--- config.mk ---
export PLATFORM = sky130hd
export DESIGN_NAME = scan_key_deserializer_flat
export DESIGN_NICKNAME = d
export VERILOG_FILES = /design/src/rtl/scan_key_if.sv /design/src/rtl/scan_key_deserializer.sv /design/src/flat_wrapper.sv
export SDC_FILE = /design/constraint.sdc
export NUM_CORES = 1
export LEC_CHECK = 0
export ABC_AREA = 0
export CAP_MARGIN = 30
export CORE_MARGIN = 2
export CORE_UTILIZATION = 52
export DETAILED_ROUTE_END_ITERATION = 12
export PLACE_DENSITY = 0.89
export SETUP_SLACK_MARGIN = 0.3
export SLEW_MARGIN = 25
export SYNTH_ARGS = -nofsm -noshare
export SYNTH_HDL_FRONTEND = slang
export SYNTH_SLANG_ARGS = --single-unit
export TNS_END_PERCENT = 50
--- constraint.sdc ---
create_clock -name clk -period 2.3 [get_ports clk]
set_clock_uncertainty 0.1 [all_clocks]
set_input_delay 0.23 -clock clk [delete_from_list [all_inputs] [get_ports clk]]
set_output_delay 0.23 -clock clk [all_outputs]
set_load 0.005 [all_outputs]
--- src/rtl/scan_key_if.sv ---
// Bundle between the test-port serial feeder and the scan key deserializer:
// serial key bits in, assembled key words and unlock/lockout status out.
interface scan_key_if #(
    parameter int KEY_WIDTH = 32,
    parameter int MAX_WORDS = 12
);
    localparam int WC_W = $clog2(MAX_WORDS + 1);

    logic                 key_sin;
    logic                 key_shift;
    logic                 key_abort;
    logic                 scan_unlock;
    logic [KEY_WIDTH-1:0] scan_key;
    logic                 key_word_valid;
    logic [WC_W-1:0]      word_count;
    logic                 locked;
    logic                 unlocked;

    modport master (
        output key_sin, key_shift, key_abort, scan_unlock,
        input  scan_key, key_word_valid, word_count, locked, unlocked
    );

    modport slave (
        input  key_sin, key_shift, key_abort, scan_unlock,
        output scan_key, key_word_valid, word_count, locked, unlocked
    );
endinterface

--- src/rtl/scan_key_deserializer.sv ---
// Serial-to-word key deserializer feeding the scan unlock comparator (MSB first).
// Optional word-budget lockout is enabled by defining SCAN_KEY_LOCKOUT_EN.
module scan_key_deserializer #(
    parameter int                   KEY_WIDTH = 32,
    parameter int                   MAX_WORDS = 12,
    parameter logic [KEY_WIDTH-1:0] IDLE_WORD = '0
) (
    input logic       clk,
    input logic       rst_n,
    scan_key_if.slave kif
);
    localparam int               CNT_W    = $clog2(KEY_WIDTH) + 1;
    localparam int               WC_W     = $clog2(MAX_WORDS + 1);
    localparam logic [CNT_W-1:0] LAST_BIT = CNT_W'(KEY_WIDTH - 1);
    localparam logic [WC_W-1:0]  WC_MAX   = WC_W'(MAX_WORDS);

`ifdef SCAN_KEY_LOCKOUT_EN
    typedef enum logic [1:0] {SHIFT, DONE, LOCKED} state_t;
`else
    typedef enum logic [1:0] {SHIFT, DONE} state_t;
`endif

    state_t               state;
    logic [KEY_WIDTH-1:0] shreg;
    logic [CNT_W-1:0]     bit_cnt;
    logic [KEY_WIDTH-1:0] key_p0;
    logic                 vld_p0;
    logic [WC_W-1:0]      wc;
    logic                 unl_r;
`ifdef SCAN_KEY_LOCKOUT_EN
    logic                 lock_r;
`endif

    // Shift one bit in at the LSB; written without a part-select so KEY_WIDTH=1 works.
    function automatic logic [KEY_WIDTH-1:0] shift_in(input logic [KEY_WIDTH-1:0] sr,
                                                      input logic b);
        return (sr << 1) | KEY_WIDTH'(b);
    endfunction

    function automatic logic [WC_W-1:0] sat_inc(input logic [WC_W-1:0] c);
        return (c == WC_MAX) ? c : c + 1'b1;
    endfunction

    always_ff @(posedge clk or negedge rst_n) begin
        if (!rst_n) begin
            state   <= SHIFT;
            shreg   <= '0;
            bit_cnt <= '0;
            key_p0  <= IDLE_WORD;
            vld_p0  <= 1'b0;
            wc      <= '0;
            unl_r   <= 1'b0;
`ifdef SCAN_KEY_LOCKOUT_EN
            lock_r  <= 1'b0;
`endif
        end else begin
            // Output word is a single-cycle event; idle unless a word completes now.
            key_p0 <= IDLE_WORD;
            vld_p0 <= 1'b0;
            case (state)
                SHIFT: begin
                    if (kif.scan_unlock) begin
                        state   <= DONE;
                        unl_r   <= 1'b1;
                        shreg   <= '0;
                        bit_cnt <= '0;
                    end
`ifdef SCAN_KEY_LOCKOUT_EN
                    else if ((wc == WC_MAX) && !unl_r && kif.key_shift) begin
                        state  <= LOCKED;
                        lock_r <= 1'b1;
                    end
`endif
                    else if (kif.key_abort) begin
                        shreg   <= '0;
                        bit_cnt <= '0;
                    end else if (kif.key_shift) begin
                        shreg <= shift_in(shreg, kif.key_sin);
                        if (bit_cnt == LAST_BIT) begin
                            key_p0  <= shift_in(shreg, kif.key_sin);
                            vld_p0  <= 1'b1;
                            bit_cnt <= '0;
                            wc      <= sat_inc(wc);
                        end else begin
                            bit_cnt <= bit_cnt + 1'b1;
                        end
                    end
                end
                default: ;
            endcase
        end
    end

    assign kif.scan_key       = key_p0;
    assign kif.key_word_valid = vld_p0;
    assign kif.word_count     = wc;
    assign kif.unlocked       = unl_r;
`ifdef SCAN_KEY_LOCKOUT_EN
    assign kif.locked         = lock_r;
`else
    assign kif.locked         = 1'b0;
`endif
endmodule

--- src/flat_wrapper.sv ---
// flat-port wrapper written by rule: the top's interface ports become plain ports
module scan_key_deserializer_flat 
#(
    parameter int                   KEY_WIDTH = 32,
    parameter int                   MAX_WORDS = 12,
    parameter logic [KEY_WIDTH-1:0] IDLE_WORD = '0
)
  (clk, rst_n, kif_key_sin, kif_key_shift, kif_key_abort, kif_scan_unlock, kif_scan_key, kif_key_word_valid, kif_word_count, kif_locked, kif_unlocked);
  scan_key_if #(.KEY_WIDTH(KEY_WIDTH), .MAX_WORDS(MAX_WORDS)) kif_i ();
  input logic clk;
  input logic rst_n;
  input wire logic [$bits(kif_i.key_sin)-1:0] kif_key_sin;
  input wire logic [$bits(kif_i.key_shift)-1:0] kif_key_shift;
  input wire logic [$bits(kif_i.key_abort)-1:0] kif_key_abort;
  input wire logic [$bits(kif_i.scan_unlock)-1:0] kif_scan_unlock;
  output wire logic [$bits(kif_i.scan_key)-1:0] kif_scan_key;
  output wire logic [$bits(kif_i.key_word_valid)-1:0] kif_key_word_valid;
  output wire logic [$bits(kif_i.word_count)-1:0] kif_word_count;
  output wire logic [$bits(kif_i.locked)-1:0] kif_locked;
  output wire logic [$bits(kif_i.unlocked)-1:0] kif_unlocked;
  assign kif_i.key_sin = kif_key_sin;
  assign kif_i.key_shift = kif_key_shift;
  assign kif_i.key_abort = kif_key_abort;
  assign kif_i.scan_unlock = kif_scan_unlock;
  assign kif_scan_key = kif_i.scan_key;
  assign kif_key_word_valid = kif_i.key_word_valid;
  assign kif_word_count = kif_i.word_count;
  assign kif_locked = kif_i.locked;
  assign kif_unlocked = kif_i.unlocked;
  scan_key_deserializer #(.KEY_WIDTH(KEY_WIDTH), .MAX_WORDS(MAX_WORDS), .IDLE_WORD(IDLE_WORD)) u_core (.clk(clk), .rst_n(rst_n), .kif(kif_i));
endmodule
After elaboration in Yosys (flattened, before gate mapping)
Cells that the tools add are included.

Add/sub/neg operators: 2. Reduce and logical (&&, ||, !) cells: 5. Muxes and demuxes: 17. Eq/ne operators: 2. Bitwise logic cells: 4.

Operators with widths (number): $mux 32 (5); $mux 31 (3); $or 32x1->32 (1); $mux 6 (4); $add 6x1->6 const B (1); $eq 6x5->1 const B (1); $reduce_and 6->1 (1); $mux 1 (5); $add 4x1->4 const B (1); $eq 4x4->1 const B (1); $reduce_and 2->1 (2); $not 1->1 (3); $reduce_bool 3->1 (1); $logic_not 2->1 (1).

Output and inout bits: 39. Register bits: 75. Input bits: 6.

Depth between registers and ports, before layout
Depth after elaboration: 6. Depth in mapped cells: 7. Depth with buffers taken out: 5.

Least setup slack after synthesis
Ideal clock, no wire load.

Kind: reg-to-reg. Start point: reg, netlist name u_core.kif.unlocked. End point: reg u_core.wc[1], in the netlist u_core.kif.word_count[1]. Data required time: 2073 ps. Setup time: 127 ps. Buffers on the path: 1. Arrival time: 1512 ps. Path slack: 560 ps. Period minus slack after synthesis: 1740 ps. Stages on the path, launching flop included: 6. Path through: dfrtp_1 nor4b_4 and3_1 buf_2 nand2_1 mux2_1.

RTL lines: to (signal assigned) (RTL line scan_key_deserializer.sv:83) `wc <= sat_inc(wc);`; to (decl) (RTL line scan_key_deserializer.sv:28) `logic [WC_W-1:0] wc;`.

Worst setup path in the final report
Start point: reg u_core.bit_cnt[0]. End point: reg u_core.wc[1], in the netlist u_core.kif.word_count[1].

Cells in the longest elaborated chain, start to end: 2.

RTL lines: from (decl) (RTL line scan_key_deserializer.sv:25) `logic [CNT_W-1:0] bit_cnt;`; from (signal assigned) (RTL line scan_key_deserializer.sv:85) `bit_cnt <= bit_cnt + 1'b1;`; $eq 6x5->1 (RTL line scan_key_deserializer.sv:79) `if (bit_cnt == LAST_BIT) begin`; $reduce_and 6->1 (no line).

Every way passes these cells. A chain may end at the register's enable or synchronous reset.

==> metrics.md <==
| Metric | Value |
|---|---|
| Syn nets | 208 |
| Vias | 1,649 |
| Final TNS setup | 0 ns |
| Clock root buffer | clkbuf_8 |
| Final Non-Filler Cells | 321 |
| First-pass GRT wire length | 7820 um |
| Final hold violation count | 0 |
| YS warnings | 0 |
| Post-layout net count | roughly 260 |
| Post-Route WL | between 4000 and 5000 um |
| Worst Hold Class | input port to async pin |
| Rows | 26 |
| Placement Cell Area | 3220 um^2 |
| RSZ-0062 raised after global routing | no |
| Vias/cell | slightly above 5 |
| DRT antenna net count | 0 |
| Max Fanout on Critical Path | 6 |
| Core area | 5070 um^2 |
| Die width | roughly 76 um |
| WL/cell | 14.4 um |
| CTS tree | done |
| Seq pwr share | 0.525 |
| Seq cells post-synth | 75 |
| DP HPWL | 2900 um |
| Min Tclk post-route | 1.85 ns |
| Slew HR | 0.650 |
| Syn_area_per_cell | 13.7 um^2 |
| Power Dens Cells | 725 nW/um^2 |
| Fin worst setup slack | 0.453 ns |
| CTS Buffer Depth | 2 |
| Die area | roughly 6000 um^2 |
| Sequential share of the synthesized area | 0.688 |
| Synth-to-Final Area Change | 28.1% |
| Net Sw Power | 490 uW |
| Clock share of power | 0.454 |
| Clock sinks | 75 |
| Gate power share | 0.021 |
| Placed cell count | 303 |
| Sw Ratio | 0.193 |
| Share of the synthesized area in the top cell type | 0.688 |
| CP Launch Type | register |
| Number of global-route vias before repair | 1,551 |
| Initial antenna violation count | 0 |
| Int Pwr | approximately 2 mW |
| Dpl ws | 0.297 ns |
| Final instance area | between 3000 and 4000 um^2 |
| Max Clk Rate | roughly 0.54 GHz |
| 1st-pass router iterations | 6 |
| Mapped Cells | between 150 and 200 |
| Largest net degree at the start of global routing | 76 |
| DRC viols | 0 |
| # IOs | 45 |
| Clock buffer count from CTS | 9 |
| Clk slew on worst S/H paths | 0.07 ns |
| Fin crit share | 0.803 |
| Outcome | finished, final reports clean |
| Clock latency at the later pin of the worst-skew pair | approximately 0.33 ns |
| I/O Buffers | 43 |
| H-tree Lvls | 3 |
| Final Setup Violations | 0 |
| Maximum VDD drop | 360 uV |
| Area leader, netlist | dfrtp_1 |
| Ant. Diodes | 0 |
| Overall global routing resource usage | 0.175 |
| DR iter-0 viols | 181 |
| Synth top area cells | dfrtp_1 (69%), a22o_1 (10%), and2_1 (7.1%) |
| Min Hold Slack | 0.337 ns |
| Critical Setup Path Class | register to register |
| Worst Tran Pin Value | 0.525 ns |
| Post-CTS Setup Bufs | 0 |
| Worst Setup End Kind | register |
| Layout cells sized above 1 | 0.104 |
| Max-cap viol count | 0 |
| Placer congestion estimate | 0.780 |
| Initial Utilization | 0.537 |
| Final Max Tran Viols | 0 |
| Synth cell types | 27 |
| CP required | between 2 and 2.5 ns |
| Lkg Pwr | 1.66 nW |
| WP data arrival | 1.97 ns |
| Mapped cell area | ~2700 um^2 |
| Design Power | 2.53 mW |
| GRT overflow | 0 |
| Utilization after layout | 0.688 |
| Die H | 76.4 um |
[cells by family after synthesis]
group	count (synthesis)	synth area share
DFF	75	0.688
and+or+nand+nor	57	0.129
AOI/OAI and AO/OA	44	0.127
buffers and inverters	15	0.0266
adders and majority gates	3	0.0138
xor gates and xnor gates	3	0.00964
other	1	0.00138
muxes	1	0.00413
[synth_stat cells]
cell and count:
and3_1 3, nor3_1 3, o21ai_0 6, or2_2 2
a21oi_1 3, mux2_1 1, xnor2_1 3, inv_1 2
and4_1 1, ha_1 3, nand2_1 7, dfrtp_1 75
o21bai_1 1, a31oi_1 1, clkbuf_1 6, conb_1 1
buf_2 4, a21o_1 1, nand3_1 4, a22o_1 32
nand2b_1 1, nor2b_1 1, buf_4 3, or4_1 1
nor4b_4 1, nand4_1 2, and2_1 31
[state kept, by name (all words and copies together) (netlist names)]
signal / cells
u_core.kif.scan_key: 32
u_core.kif.word_count: 4
u_core.shreg: 31
u_core.bit_cnt: 6
u_core.kif.key_word_valid: 1
u_core.kif.unlocked: 1
[routing by layer]
metal,part of all wire,up-vias,global-route usage
met5,0,-,0
met4,0.018,0,0.109
met3,0.044,5,0.0284
met2,0.50,60,0.252
met1,0.44,796,0.252
li1,-,788,-
[power groups by stage]
stage | combinational [mW] | sequential (mW) | clock, mW
4_1_cts | 0.0503 | 1.33 | 1.17
2_1_floorplan | 0.0116 | 1.35 | 0
3_3_place_gp | 0.0459 | 1.35 | 0
6_report | 0.0527 | 1.33 | 1.15
5_1_grt | 0.0609 | 1.33 | 1.23
3_5_place_dp | 0.0484 | 1.35 | 0
[cell type report]
class	count	area, um^2
flip-flops and latches	75	1880
clock buffers	13	169
multi-input cells	109	783
repair buffers	49	500
clock inverters	3	68.8
fillers	375	1580
well taps	70	87.6
inverters	2	7.51
[path summary, 6_finish.rpt]
kind	cells after the start	from	slack (ns)	to
setup / recovery	5	u_core.bit_cnt[0]	0.45	u_core.kif.word_count[1]
hold / removal	2	rst_n	0.34	u_core.shreg[27]
setup reg to reg	5	u_core.bit_cnt[0]	0.45	u_core.kif.word_count[1]
hold reg to reg	1	u_core.shreg[30]	0.40	u_core.kif.scan_key[31]
max in group asynchronous	3	rst_n	1.23	u_core.kif.scan_key[20]
min in group clk	1	u_core.shreg[30]	0.40	u_core.kif.scan_key[31]
[cells in the final DEF (no fill, tap or decap)]
cell type	netlist	final
dfrtp_1	75	75
clkdlybuf4s50_1	0	42
a22o_1	32	32
and2_1	31	31
clkbuf_8	0	12
nand2_1	7	7
o21ai_0	6	6
nand3_1	4	4
buf_4	3	4
and3_1	3	3
nor3_1	3	3
xnor2_1	3	3
a21oi_1	3	3
inv_1	2	2
or2_2	2	2
nand4_1	2	2
ha_1	3	2
bufinv_16	0	2
buf_12	0	2
nor2b_1	1	1
nor4b_4	1	1
and4_1	1	1
o21bai_2	0	1
a31oi_1	1	1
mux2_1	1	1
a21o_1	1	1
or4_1	1	1
nand2b_1	1	1
ha_2	0	1
conb_1	1	1
clkinv_4	0	1
clkbuf_1	6	1
dlygate4sd3_1	0	1
[worst max-delay path, stage by stage, from the launching register on]
cell	delay [ns]
dfrtp_1	0.47
ha_2	0.27
nor2b_1	0.19
and3_1	0.27
nand2_1	0.12
mux2_1	0.32
[what timing repair did]
item	4_1_cts	5_1_grt
setup endpoints to repair	0	1
hold buffers	1	0
hold endpoints to repair	75	0
gates resized for setup	0	1
(Power assumes the default switching activity.)
